`config.mk`:
```
export PLATFORM = sky130hd
export DESIGN_NAME = ds_rr_arbiter
export DESIGN_NICKNAME = d
export VERILOG_FILES = /design/src/rtl/ds_pkg.sv /design/src/rtl/ds_rr_pick.sv /design/src/rtl/ds_rr_arbiter.sv
export SDC_FILE = /design/constraint.sdc
export NUM_CORES = 1
export LEC_CHECK = 0
export ABC_AREA = 0
export ABC_CLOCK_PERIOD_IN_PS = 3400
export CAP_MARGIN = 20
export CORE_MARGIN = 2
export CORE_UTILIZATION = 45
export DETAILED_ROUTE_END_ITERATION = 16
export PLACE_DENSITY = 0.83
export SYNTH_ARGS = -nofsm -noshare
export SYNTH_HDL_FRONTEND = slang
export SYNTH_SLANG_ARGS = --single-unit
```
`constraint.sdc`:
```
create_clock -name clk -period 3.4 [get_ports clk]
set_input_delay 0.34 -clock clk [delete_from_list [all_inputs] [get_ports clk]]
set_output_delay 0.34 -clock clk [all_outputs]
set_load 0.01 [all_outputs]
```
`src/rtl/ds_pkg.sv`:
```
// Shared types and helpers for DataStream arbitration blocks.
package ds_pkg;

  typedef enum logic {IDLE, GRANT} ds_arb_state_t;

  // Counter width that stays at least one bit for degenerate sizes.
  function automatic int ds_cnt_w(input int n);
    return (n > 2) ? $clog2(n) : 1;
  endfunction

endpackage

```
`src/rtl/ds_rr_pick.sv`:
```
// Wrapped priority search: first set req bit at or after ptr, wrapping to 0.
module ds_rr_pick #(
  parameter int INPUTS = 2
) (
  input  logic [INPUTS-1:0]         req,
  input  logic [$clog2(INPUTS)-1:0] ptr,
  output logic                      found,
  output logic [$clog2(INPUTS)-1:0] idx
);
  localparam int PW = $clog2(INPUTS);

  logic          hi_found;
  logic [PW-1:0] hi_idx;
  logic [PW-1:0] lo_idx;

  // Descending scan so the lowest qualifying index is the last one written.
  always_comb begin
    hi_found = 1'b0;
    hi_idx   = '0;
    lo_idx   = '0;
    for (int k = INPUTS-1; k >= 0; k--) begin
      if (req[k]) begin
        lo_idx = PW'(k);
        if (k >= int'(ptr)) begin
          hi_found = 1'b1;
          hi_idx   = PW'(k);
        end
      end
    end
  end

  assign found = |req;
  assign idx   = hi_found ? hi_idx : lo_idx;

endmodule

```
`src/rtl/ds_rr_arbiter.sv`:
```
// Round-robin merger of INPUTS streams into one registered stream with the
// source index tagged; a grant lasts up to BURST words.
module ds_rr_arbiter
  import ds_pkg::*;
#(
  parameter int WIDTH  = 8,
  parameter int INPUTS = 2,
  parameter int BURST  = 4
) (
  input  logic                           clk,
  input  logic                           reset,
  input  logic [INPUTS-1:0][WIDTH-1:0]   i_dat,
  input  logic [INPUTS-1:0]              i_val,
  output logic [INPUTS-1:0]              i_rdy,
  output logic [WIDTH-1:0]               o_dat,
  output logic                           o_val,
  input  logic                           o_rdy,
  output logic [$clog2(INPUTS)-1:0]      o_sel
);
  localparam int SW = $clog2(INPUTS);
  localparam int CW = ds_cnt_w(BURST);
  localparam logic [CW-1:0] CNT_LAST = CW'(BURST-1);
  localparam logic [SW-1:0] SEL_LAST = SW'(INPUTS-1);

  ds_arb_state_t    state_q, state_d;
  logic [SW-1:0]    ptr_q, ptr_d;
  logic [SW-1:0]    gnt_q, gnt_d;
  logic [CW-1:0]    cnt_q, cnt_d;
  logic             o_val_q, o_val_d;
  logic [WIDTH-1:0] o_dat_q, o_dat_d;
  logic [SW-1:0]    o_sel_q, o_sel_d;

  logic          pick_found;
  logic [SW-1:0] pick_idx;
  logic          out_free;
  logic          xfer;

  ds_rr_pick #(.INPUTS(INPUTS)) u_pick (
    .req   (i_val),
    .ptr   (ptr_q),
    .found (pick_found),
    .idx   (pick_idx)
  );

  assign out_free = !o_val_q || o_rdy;
  assign xfer     = (state_q == GRANT) && i_val[gnt_q] && out_free;

  always_comb begin
    i_rdy = '0;
    if (state_q == GRANT && out_free) i_rdy[gnt_q] = 1'b1;
  end

  always_comb begin
    state_d = state_q;
    ptr_d   = ptr_q;
    gnt_d   = gnt_q;
    cnt_d   = cnt_q;
    o_val_d = o_val_q;
    o_dat_d = o_dat_q;
    o_sel_d = o_sel_q;
    case (state_q)
      IDLE: begin
        if (pick_found) begin
          gnt_d   = pick_idx;
          cnt_d   = '0;
          state_d = GRANT;
        end
      end
      GRANT: begin
        // A source that goes idle gives up the grant even while stalled.
        if (!i_val[gnt_q] || (xfer && cnt_q == CNT_LAST)) begin
          state_d = IDLE;
          ptr_d   = (gnt_q == SEL_LAST) ? '0 : gnt_q + SW'(1);
        end else if (xfer) begin
          cnt_d = cnt_q + CW'(1);
        end
      end
      default: state_d = IDLE;
    endcase
    if (xfer) begin
      o_val_d = 1'b1;
      o_dat_d = i_dat[gnt_q];
      o_sel_d = gnt_q;
    end else if (o_rdy) begin
      o_val_d = 1'b0;
    end
  end

  always_ff @(posedge clk) begin
    if (!reset) begin
      state_q <= IDLE;
      ptr_q   <= '0;
      gnt_q   <= '0;
      cnt_q   <= '0;
      o_val_q <= 1'b0;
      o_dat_q <= '0;
      o_sel_q <= '0;
    end else begin
      state_q <= state_d;
      ptr_q   <= ptr_d;
      gnt_q   <= gnt_d;
      cnt_q   <= cnt_d;
      o_val_q <= o_val_d;
      o_dat_q <= o_dat_d;
      o_sel_q <= o_sel_d;
    end
  end

  assign o_val = o_val_q;
  assign o_dat = o_dat_q;
  assign o_sel = o_sel_q;

endmodule

```
Word-level counts from Yosys, hierarchy flattened
Index checks and enable logic that the tools add are counted. W data, S select, Z words.

Flip-flop bits (word level): 15. Latch bits: 0. RAM bits: 0. ROM bits: 0. Input bits: 21. Output and inout port bits: 12. Logic and storage cells: 55. Memories: 0.

Add/sub/neg operators: 2. $mul: 0. Div/mod/pow operators: 0. $lt $le $gt $ge: 3. Equality and inequality tests: 4. Shift operators: 0. Mux-type cells: 24. Bitwise logic cells: 1. Reductions and logical operators: 14.

Operators with widths (number): $mux W8 (2); $mux W1 (15); $mux W2 (4); $logic_and A1 B1 Y1 (5); $ne A2 B2 Y1 const B (2); $pmux W2 S2 (1); $reduce_and A2 Y1 (2); $reduce_and A3 Y1 (1); $add A2 B1 Y2 const B (1); $eq A2 B2 Y1 const B (1); $logic_not A1 Y1 (2); $logic_or A1 B1 Y1 (2); $lt A1 B2 Y1 const B (1); $ne A2 B1 Y1 const B (1); $pmux W1 S2 (1); $reduce_bool A2 Y1 (1); $reduce_or A2 Y1 (1); $add A1 B1 Y1 const B (1); $demux W1 S1 (1); $ge A1 B1 Y1 const A (1); $ge A1 B1 Y1 const B (1); $not A1 Y1 (1).

Longest topological paths before layout
Word-level depth: 8. Mapped depth: 5. Mapped depth without buffers: 4.

Modules after synthesis
Synthesis repeated with hierarchy kept, for this count alone.

Cell total of the unflattened synthesis: 82. Area total of the unflattened synthesis: 819.5 µm².

By module, submodules not included: ds_rr_arbiter (times used 1, cells an instance 79, area an instance 802.0 µm², seq. area each 300.3 µm²); ds_rr_pick (times used 1, cells an instance 3, area an instance 17.5 µm², seq. area each 0.0 µm²).

Worst setup path before layout
Ideal clock, no wire load.

Path type: input-to-output. Start: input o_rdy. End: output i_rdy[1]. Data arrival time: 983 ps. Data required time: 3060 ps. Setup slack: 2077 ps. Stages on the path: 3. Path buffers: 1. Path through: nand2b_1 -> clkbuf_1 -> and3_1.

Cells in the longest elaborated chain, start to end: 3.

Ends and longest elaborated chain: from (decl) (RTL line ds_rr_arbiter.sv:17) `input logic o_rdy,`; $logic_or A1 B1 Y1 (RTL line ds_rr_arbiter.sv:45) `assign out_free = !o_val_q || o_rdy;`; $logic_and A1 B1 Y1 (RTL line ds_rr_arbiter.sv:50) `if (state_q == GRANT && out_free) i_rdy[gnt_q] = 1'b1;`; $mux W2 (RTL line ds_rr_arbiter.sv:50); to (decl) (RTL line ds_rr_arbiter.sv:14) `output logic [INPUTS-1:0] i_rdy,`.

Every way passes these cells.

Worst setup path after layout
Same ends and word-level chain as after synthesis.

==> results.tsv <==
metric	value	unit
Num CTS Buffers	3	
CTS Hold Bufs	0	
Die Height	46.42	um
R2R Setup Slk	1650	ps
WL/cell	14.48	um
GRT Overall Usage	21.03	%
fin crit share	68.58	%
Routability Congestion	0.7851	
# nets final	132	
final setup fails	0	
Yosys cell types	28	
post-synthesis sequential element count	15	
global-route wire length before repair	3132	um
Remaining DRCs	0	
die area	2154	sq um
CTS tree	yes	
status	complete, no violations	
Final Power	413.0	uW
Port Buffers	32	
Clock Sinks	15	
crit path launch	o_rdy	
Critical Path RT	3060	ps
CTS Buffer Depth	2	
vias in the first global route	719	
PwrDens	363.5	nW/um^2
Leak	0.3888	nW
Max H-tree Level	1	
root buffer cell	clkbuf_4	
post-synthesis cell area	809.5	sq um
Row Count	15	
Post-Layout Cell Count	134	
worst setup path category	input port to primary output	
Syn Inst Count	81	
Startpoint Class	input port	
setup bufs post-CTS	0	
Initial Utilization	47.40	%
Final Worst Setup Slack	1068	ps
crit-path max FO	13	
Max Slew Vio Count	0	
max-cap viol count	0	
RSZ-0062 raised after global routing	false	
measured slew at the worst slew-check pin	693.1	ps
1st-pass router iterations	4	
Tmin final	2332	ps
Final ANT Viol Nets	0	
Worst-path clk slew	80	ps
total congestion overflow	0	
Reg-to-Reg End	o_val	
Hold Violations, Final	0	
via count	754	
syn avg cell area	9.994	sq um
worst vdd ir	0.2664	mV
post-route cell area	1136	sq um
Post-Route Utilization	66.52	%
highest clock rate	0.4289	GHz
ratio of cells with drive above 1 in the final layout	11.93	%
# IOs	33	
Cell Area, Placed	1110	sq um
Clock Skew	2.501	ps
CP endpoint kind	primary output	
die width	46.42	um
Seq/Total Area, Yosys	37.09	%
Final Hold Slack	488.1	ps
setup TNS	0	ps
1st-iter DRT viols	13	
worst r2r src	gnt_q	
drt total wl	1940	um
Inst Count DP	130	
critical path endpoint	i_rdy[1]	
CTS-repair resized insts	0	
initial antenna violation count	0	
Hold WC Path Type	register to register	
Setup WS pre-CTS	1073	ps
worst r2r path cells	3	
drt via density	5.627	
clk_lat worst skew	280	ps
arrival time worst endpoint	1990	ps
syn nets	103	
DP HPWL	1440	um
ant diodes	0	
synth warn	0	
Area Overhead vs Synth	40.34	%
Core Area	1708	sq um
largest net degree at the start of global routing	20	
Slew headroom	53.73	%
## per-layer routing
layer  vias to the layer above  track usage (%)  part of all wire, %
met4                         0            5.143                 0.52
li1                        367                -                    -
met5                         -                0                    0
met2                        23            36.94                   52
met1                       361            23.52                   42
met3                         3            8.235                  4.6
## synth_stat cells
master	count	area (sq um)
o21a_1	1	7.510
buf_2	2	10.01
nor2b_1	1	6.260
nor2_1	1	3.750
o211ai_1	3	22.52
or4_1	1	7.510
clkbuf_1	3	11.26
a31oi_1	10	62.56
and3_4	1	11.26
a21oi_1	3	15.01
nor3b_1	1	7.510
inv_1	4	15.01
nand3_1	3	15.01
nand4_1	1	6.260
buf_4	1	7.510
or3_1	1	6.260
o21ai_0	2	10.01
nor3_1	1	5.000
dfxtp_1	15	300.3
mux2i_1	10	100.1
o21bai_1	1	7.510
nand2b_1	1	6.260
and3_1	1	6.260
a311oi_1	1	8.760
buf_6	2	22.52
mux2_4	1	15.01
ha_1	1	12.51
a211oi_2	8	100.1
## sequential cells by signal (all words and copies together), names as in the netlist
register / flops
o_dat: 8
cnt_q: 2
gnt_q: 1
o_sel: 1
o_val: 1
ptr_q: 1
state_q: 1
## worst max-delay path, stage by stage
cell,delay (ps)
clkdlybuf4s50_1,470
nand2b_1,420
and3_1,230
clkdlybuf4s50_1,540
## power by group
group / total (mW) / internal, mW / switching, mW / leakage, nW
sequential: 0.204 / 0.188 / 0.0164 / 0.123
combinational: 0.108 / 0.0630 / 0.0452 / 0.251
clock: 0.101 / 0.0456 / 0.0549 / 0.0150
## layout make-up
cell class / instances / area (sq um)
fillers: 140 / 571.8
multi-input cells: 54 / 442.9
repair buffers: 32 / 320.3
flip-flops and latches: 15 / 300.3
well taps: 25 / 31.28
clock buffers: 4 / 26.28
inverters: 4 / 15.01
## how the worst min path moves through the flow
stage | startpoint | to | slack (ps) | cells past startpoint
floorplan | cnt_q[1] | cnt_q[1] | 450 | 2
global placement | cnt_q[1] | cnt_q[1] | 470 | 2
detailed placement | cnt_q[1] | cnt_q[1] | 480 | 2
CTS | cnt_q[1] | cnt_q[1] | 490 | 2
global route | cnt_q[1] | cnt_q[1] | 510 | 2
finish | cnt_q[1] | cnt_q[1] | 490 | 2
## placed cells by master (no fill, tap or decap)
cell | synthesis | routed
clkdlybuf4s50_1 | 0 | 32
dfxtp_1 | 15 | 15
mux2i_1 | 10 | 10
a31oi_1 | 10 | 10
a211oi_2 | 8 | 8
inv_1 | 4 | 4
nand3_1 | 3 | 3
o211ai_1 | 3 | 3
a21oi_1 | 3 | 3
clkbuf_4 | 0 | 3
o21ai_0 | 2 | 2
nand2b_1 | 1 | 1
and3_1 | 1 | 1
o21bai_1 | 1 | 1
mux2_4 | 1 | 1
nand4_1 | 1 | 1
nor2b_1 | 1 | 1
and3_4 | 1 | 1
o21a_1 | 1 | 1
nor2_1 | 1 | 1
a311oi_1 | 1 | 1
or3_1 | 1 | 1
nor3b_1 | 1 | 1
or4_1 | 1 | 1
nor3_1 | 1 | 1
ha_1 | 1 | 1
clkbuf_1 | 3 | 1
## cell families after synthesis
logic type	count (synthesis)	share of synthesized area, %
fa+ha+maj	1	1.545
buf+inv	12	8.191
flops	15	37.09
simple gates	13	10.05
mux	11	14.22
compound gates	29	28.90
Note: power is estimated with default switching activity, not from simulation.
==> variant 1, RTL diff (config.mk and constraints unchanged) <==
`WIDTH`: 8 -> 6.
--- a/src/rtl/ds_rr_arbiter.sv
+++ b/src/rtl/ds_rr_arbiter.sv
@@ -3,7 +3,7 @@
 module ds_rr_arbiter
   import ds_pkg::*;
 #(
-  parameter int WIDTH  = 8,
+  parameter int WIDTH  = 6,
   parameter int INPUTS = 2,
   parameter int BURST  = 4
 ) (
Ports: changed (resized i_dat and o_dat); port bits go from 33 to 27. No check against the original RTL was run, so the function may have changed too.
==> variant 1 against the unedited design <==
Synthesized area is 15% lower; sequential cell count is 2 lower; highest routed layer unchanged; largest cell class unchanged; critical endpoint unchanged; die area is 13% lower; power is 13% lower; combinational power is 18% lower; design area is 15% lower; setup slack better by 0.065 ns; wire length is 16% lower.
==> variant 1: results (changes against the unedited design) <==
status finished, final reports clean; first-pass GRT wire length 2642 um (-16%); Clock Skew 0.0003786 ns (-0.002123 ns); leakage power 0.3351 nW (-14%); dpl ws 1.156 ns (+0.08324 ns); postcts setup bufs 0 (unchanged); final std cells w/o fill 111 (-17%); P_int 0.2598 mW (-12%); first-pass detailed-route iteration total 4 (unchanged); crit path DAT 1.93 ns (-0.06 ns); Worst VDD drop 0.0002309 V (-13%); Post-Syn Instances 70 (-14%); tightest hold margin 0.4841 ns (-0.004044 ns); vias in the first global route 571 (-21%); I/O Buffers 26 (-19%); hold endpoint cnt_q[1]$_SDFFE_PN0P_; slew margin rel. 58.49% (+4.8 points); layout cells sized above 1 11.58% (-0.35 points); Post-synth ARST share 0% (unchanged); GRT Resource Usage Total 18.61% (-2.4 points); CP Max Fanout 11 (-2); top cells by area, synth dfxtp_1, mux2i_1, a211oi_2, a31oi_1, o211ai_1; Final nets 114 (-14%); min setup slack post-route 1.133 ns (+0.06492 ns); Placer Congestion 0.8061 (+2.7%); capturing point of the worst reg2reg path o_val$_SDFFE_PN0P_; crit path launch o_rdy; synth cell count leaders dfxtp_1, a31oi_1, mux2i_1, a211oi_2; largest net degree at the start of global routing 18 (-10%); synth unique cells 29 (+3.6%); reg2reg setup slack 1.74 ns (+0.09 ns); Final ANT Viol Nets 0 (unchanged); register area share after synthesis 37.61% (+0.52 points); max FFs per register 6 (-2); DP HPWL 1159 um (-20%); n_diodes 0 (unchanged); DR vias 653 (-13%); placed cell area 940.9 sq um (-15%); CP max stage delay about 0.53 ns; syn nets 88 (-15%); root buf cell clkbuf_4; final wirelength 1639 um (-16%); initial DRC count 15 (+2)
-- variant 1: cell count changes in the layout (fill, tap and decap cells not counted) --
cell             unedited run  this run
inv_1                       4         3
a211oi_2                    8         6
dfxtp_1                    15        13
clkdlybuf4s50_1            32        26
mux2i_1                    10         8
clkinv_1                    0         1
a31oi_1                    10         8
-- variant 1: kinds of logic (layout without fill, tap and decap cells) --
logic type	count (synthesis)	in the layout	synth area share [%]
buffers and inverters	9	34	6.690
muxes	9	9	13.74
AOI/OAI and AO/OA	25	25	28.39
adders and majority gates	1	1	1.808
DFF	13	13	37.61
and+or+nand+nor	13	13	11.76
-- variant 1: layer usage --
metal / share of wire (%) / GRT usage [%]
met1: 46 / 24.68
met4: 0.98 / 7.273
met2: 47 / 30.15
met3: 5.4 / 2.553
met5: 0 / 0
-- variant 1: final cells by class --
| class | instances | area (sq um) |
|---|---|---|
| Clock buffer | 4 | 26.28 |
| Fill cell | 120 | 504.2 |
| Inverter | 4 | 15.01 |
| Multi-Input combinational cell | 48 | 385.4 |
| Sequential cell | 13 | 260.3 |
| Tap cell | 16 | 20.02 |
| Timing Repair Buffer | 26 | 260.3 |
-- variant 1: power by group through the flow --
stage	clock network [mW]	logic (mW)	registers, mW
finish	0.0933	0.0889	0.176
detailed placement	0	0.0890	0.180
CTS	0.0967	0.0897	0.176
global placement	0	0.0868	0.179
floorplan	0	0.0525	0.175
global route	0.102	0.0960	0.179
-- variant 1: worst min-delay path, cell delays in order (launching register included) --
cell and delay (ns):
dfxtp_1 0.32, nand3_1 0.06, mux2i_1 0.06
==> variant 2, RTL diff (same settings) <==
Without the edit above. Take the reset off `o_dat_q` and load it in a clocked block of its own.
--- a/src/rtl/ds_rr_arbiter.sv
+++ b/src/rtl/ds_rr_arbiter.sv
@@ -93,7 +93,6 @@
       gnt_q   <= '0;
       cnt_q   <= '0;
       o_val_q <= 1'b0;
-      o_dat_q <= '0;
       o_sel_q <= '0;
     end else begin
       state_q <= state_d;
@@ -101,9 +100,12 @@
       gnt_q   <= gnt_d;
       cnt_q   <= cnt_d;
       o_val_q <= o_val_d;
-      o_dat_q <= o_dat_d;
       o_sel_q <= o_sel_d;
     end
+  end
+
+  always_ff @(posedge clk) begin
+    o_dat_q <= o_dat_d;
   end
 
   assign o_val = o_val_q;
Check against the original RTL: differs if reset is asserted again (counterexample within 4 cycles, from zero or initial values and one cycle with reset low); with reset held inactive, the same outputs for 10 cycles.
==> variant 2 against the unedited design <==
Hold slack worse by 0.0070 ns; via count down 22%; die area down 11%; sequential cell count unchanged; fmax up 9.0%; synthesized area down 12%; setup slack better by 0.19 ns; design area down 6.7%; wire length down 14%; power down 5.8%; largest cell class is now flip-flops and latches; highest routed layer is now met3.
==> variant 2: results (changes against the unedited design) <==
dpl ws 1.372 ns (+0.2992 ns); leakage power 0.3873 nW (-0.39%); first-pass GRT wire length 2518 um (-20%); DR vias 591 (-22%); synth unique cells 27 (-3.6%); Max clock buf depth 2 (unchanged); Placer Congestion 0.7467 (-4.9%); CP max stage delay 0.74 ns (+0.20 ns); initial DRC count 20 (+7); first-pass detailed-route iteration total 4 (unchanged); layout cells sized above 1 12.90% (+0.98 points); top cells by area, synth edfxtp_1, dfxtp_1, mux2_2, o211ai_1, mux2i_1; tightest hold margin 0.4811 ns (-0.007022 ns); vias in the first global route 562 (-22%); routed length per instance 15.25 um (+5.3%); reg2reg setup slack 1.59 ns (-0.06 ns); final period utilization 62.94% (-5.6 points); max FFs per register 8 (unchanged); met2 usage 30.29% (-6.7 points); routed length on met2 762 um (-25%); Worst VDD drop 0.0002125 V (-20%); I/O Buffers 32 (unchanged); worst slew pin tran 0.6365 ns (-0.05665 ns); Hold Path Depth 2 (unchanged); cell class contributing the biggest share of worst-path delay flip-flops; largest net degree at the start of global routing 17 (-15%); Post-synth EDFFs 8 (+8); critical path's slowest cell dfxtp_1; synth cell count leaders edfxtp_1, mux2_2, dfxtp_1, inv_1; crit path DAT 1.80 ns (-0.19 ns); status finished, final reports clean; comb pwr 0.0767 mW (-29%); GRT Resource Usage Total 17.89% (-3.1 points); routing usage on met3 5.000% (-3.2 points); M1 GR Usage 22.02% (-1.5 points); synth warn 0 (unchanged); Switching Fraction 23.48% (-4.7 points); Clk Latency, worst-skew pair 0.28 ns (about the same); crit path launch gnt_q$_SDFFE_PN0P_; CTS tree built; DP HPWL 1135 um (-21%); capturing point of the worst reg2reg path o_dat[5]$_DFFE_PP_; syn nets 82 (-20%); placed cell area 1033 sq um (-6.9%); Reg2Reg Depth 2 (-1); Fill cells 101 (-28%); CP Max Fanout 16 (+3); Hold Path Origin cnt_q[1]$_SDFFE_PN0P_; Clock Skew 0.004021 ns (+0.001519 ns); register area share after synthesis 53.33% (+16 points); Final nets 116 (-12%); Top Metal Used met3; WL met1 701 um (-14%); Clk pwr share 25.6% (+1.3 points); Met3 Wirelength 198 um (+120%)
==> variant 2: cell type report <==
class	instances	share of cell area, %
Inverter	4	1.417
Sequential cell	15	35.89
Timing Repair Buffer	32	30.22
Multi-Input combinational cell	38	28.10
Clock buffer	4	2.479
Tap cell	16	1.889
==> variant 2: worst register-to-register path, delay by kind of cell, from the launching register on <==
family           cells  cell delay [ns]
DFF                  1             0.74
and+or+nand+nor      1             0.43
muxes                1             0.30
==> variant 2: cell families after synthesis <==
kind of cell / Yosys count / synth area share (%)
AOI/OAI and AO/OA: 13 / 11.75
adders and majority gates: 1 / 1.754
buffers and inverters: 7 / 4.910
DFF: 15 / 53.33
muxes: 11 / 17.54
and+or+nand+nor: 13 / 10.70
==> variant 2: metrics by stage <==
step                      std cells  power, mW  util (%)
after floorplan                  60     0.2502         -
after global placement          105     0.2902     69.41
after detailed placement        105     0.2922     69.41
after CTS                       109     0.3900     71.18
after global routing            109     0.4033     71.18
final                           109     0.3890     71.18
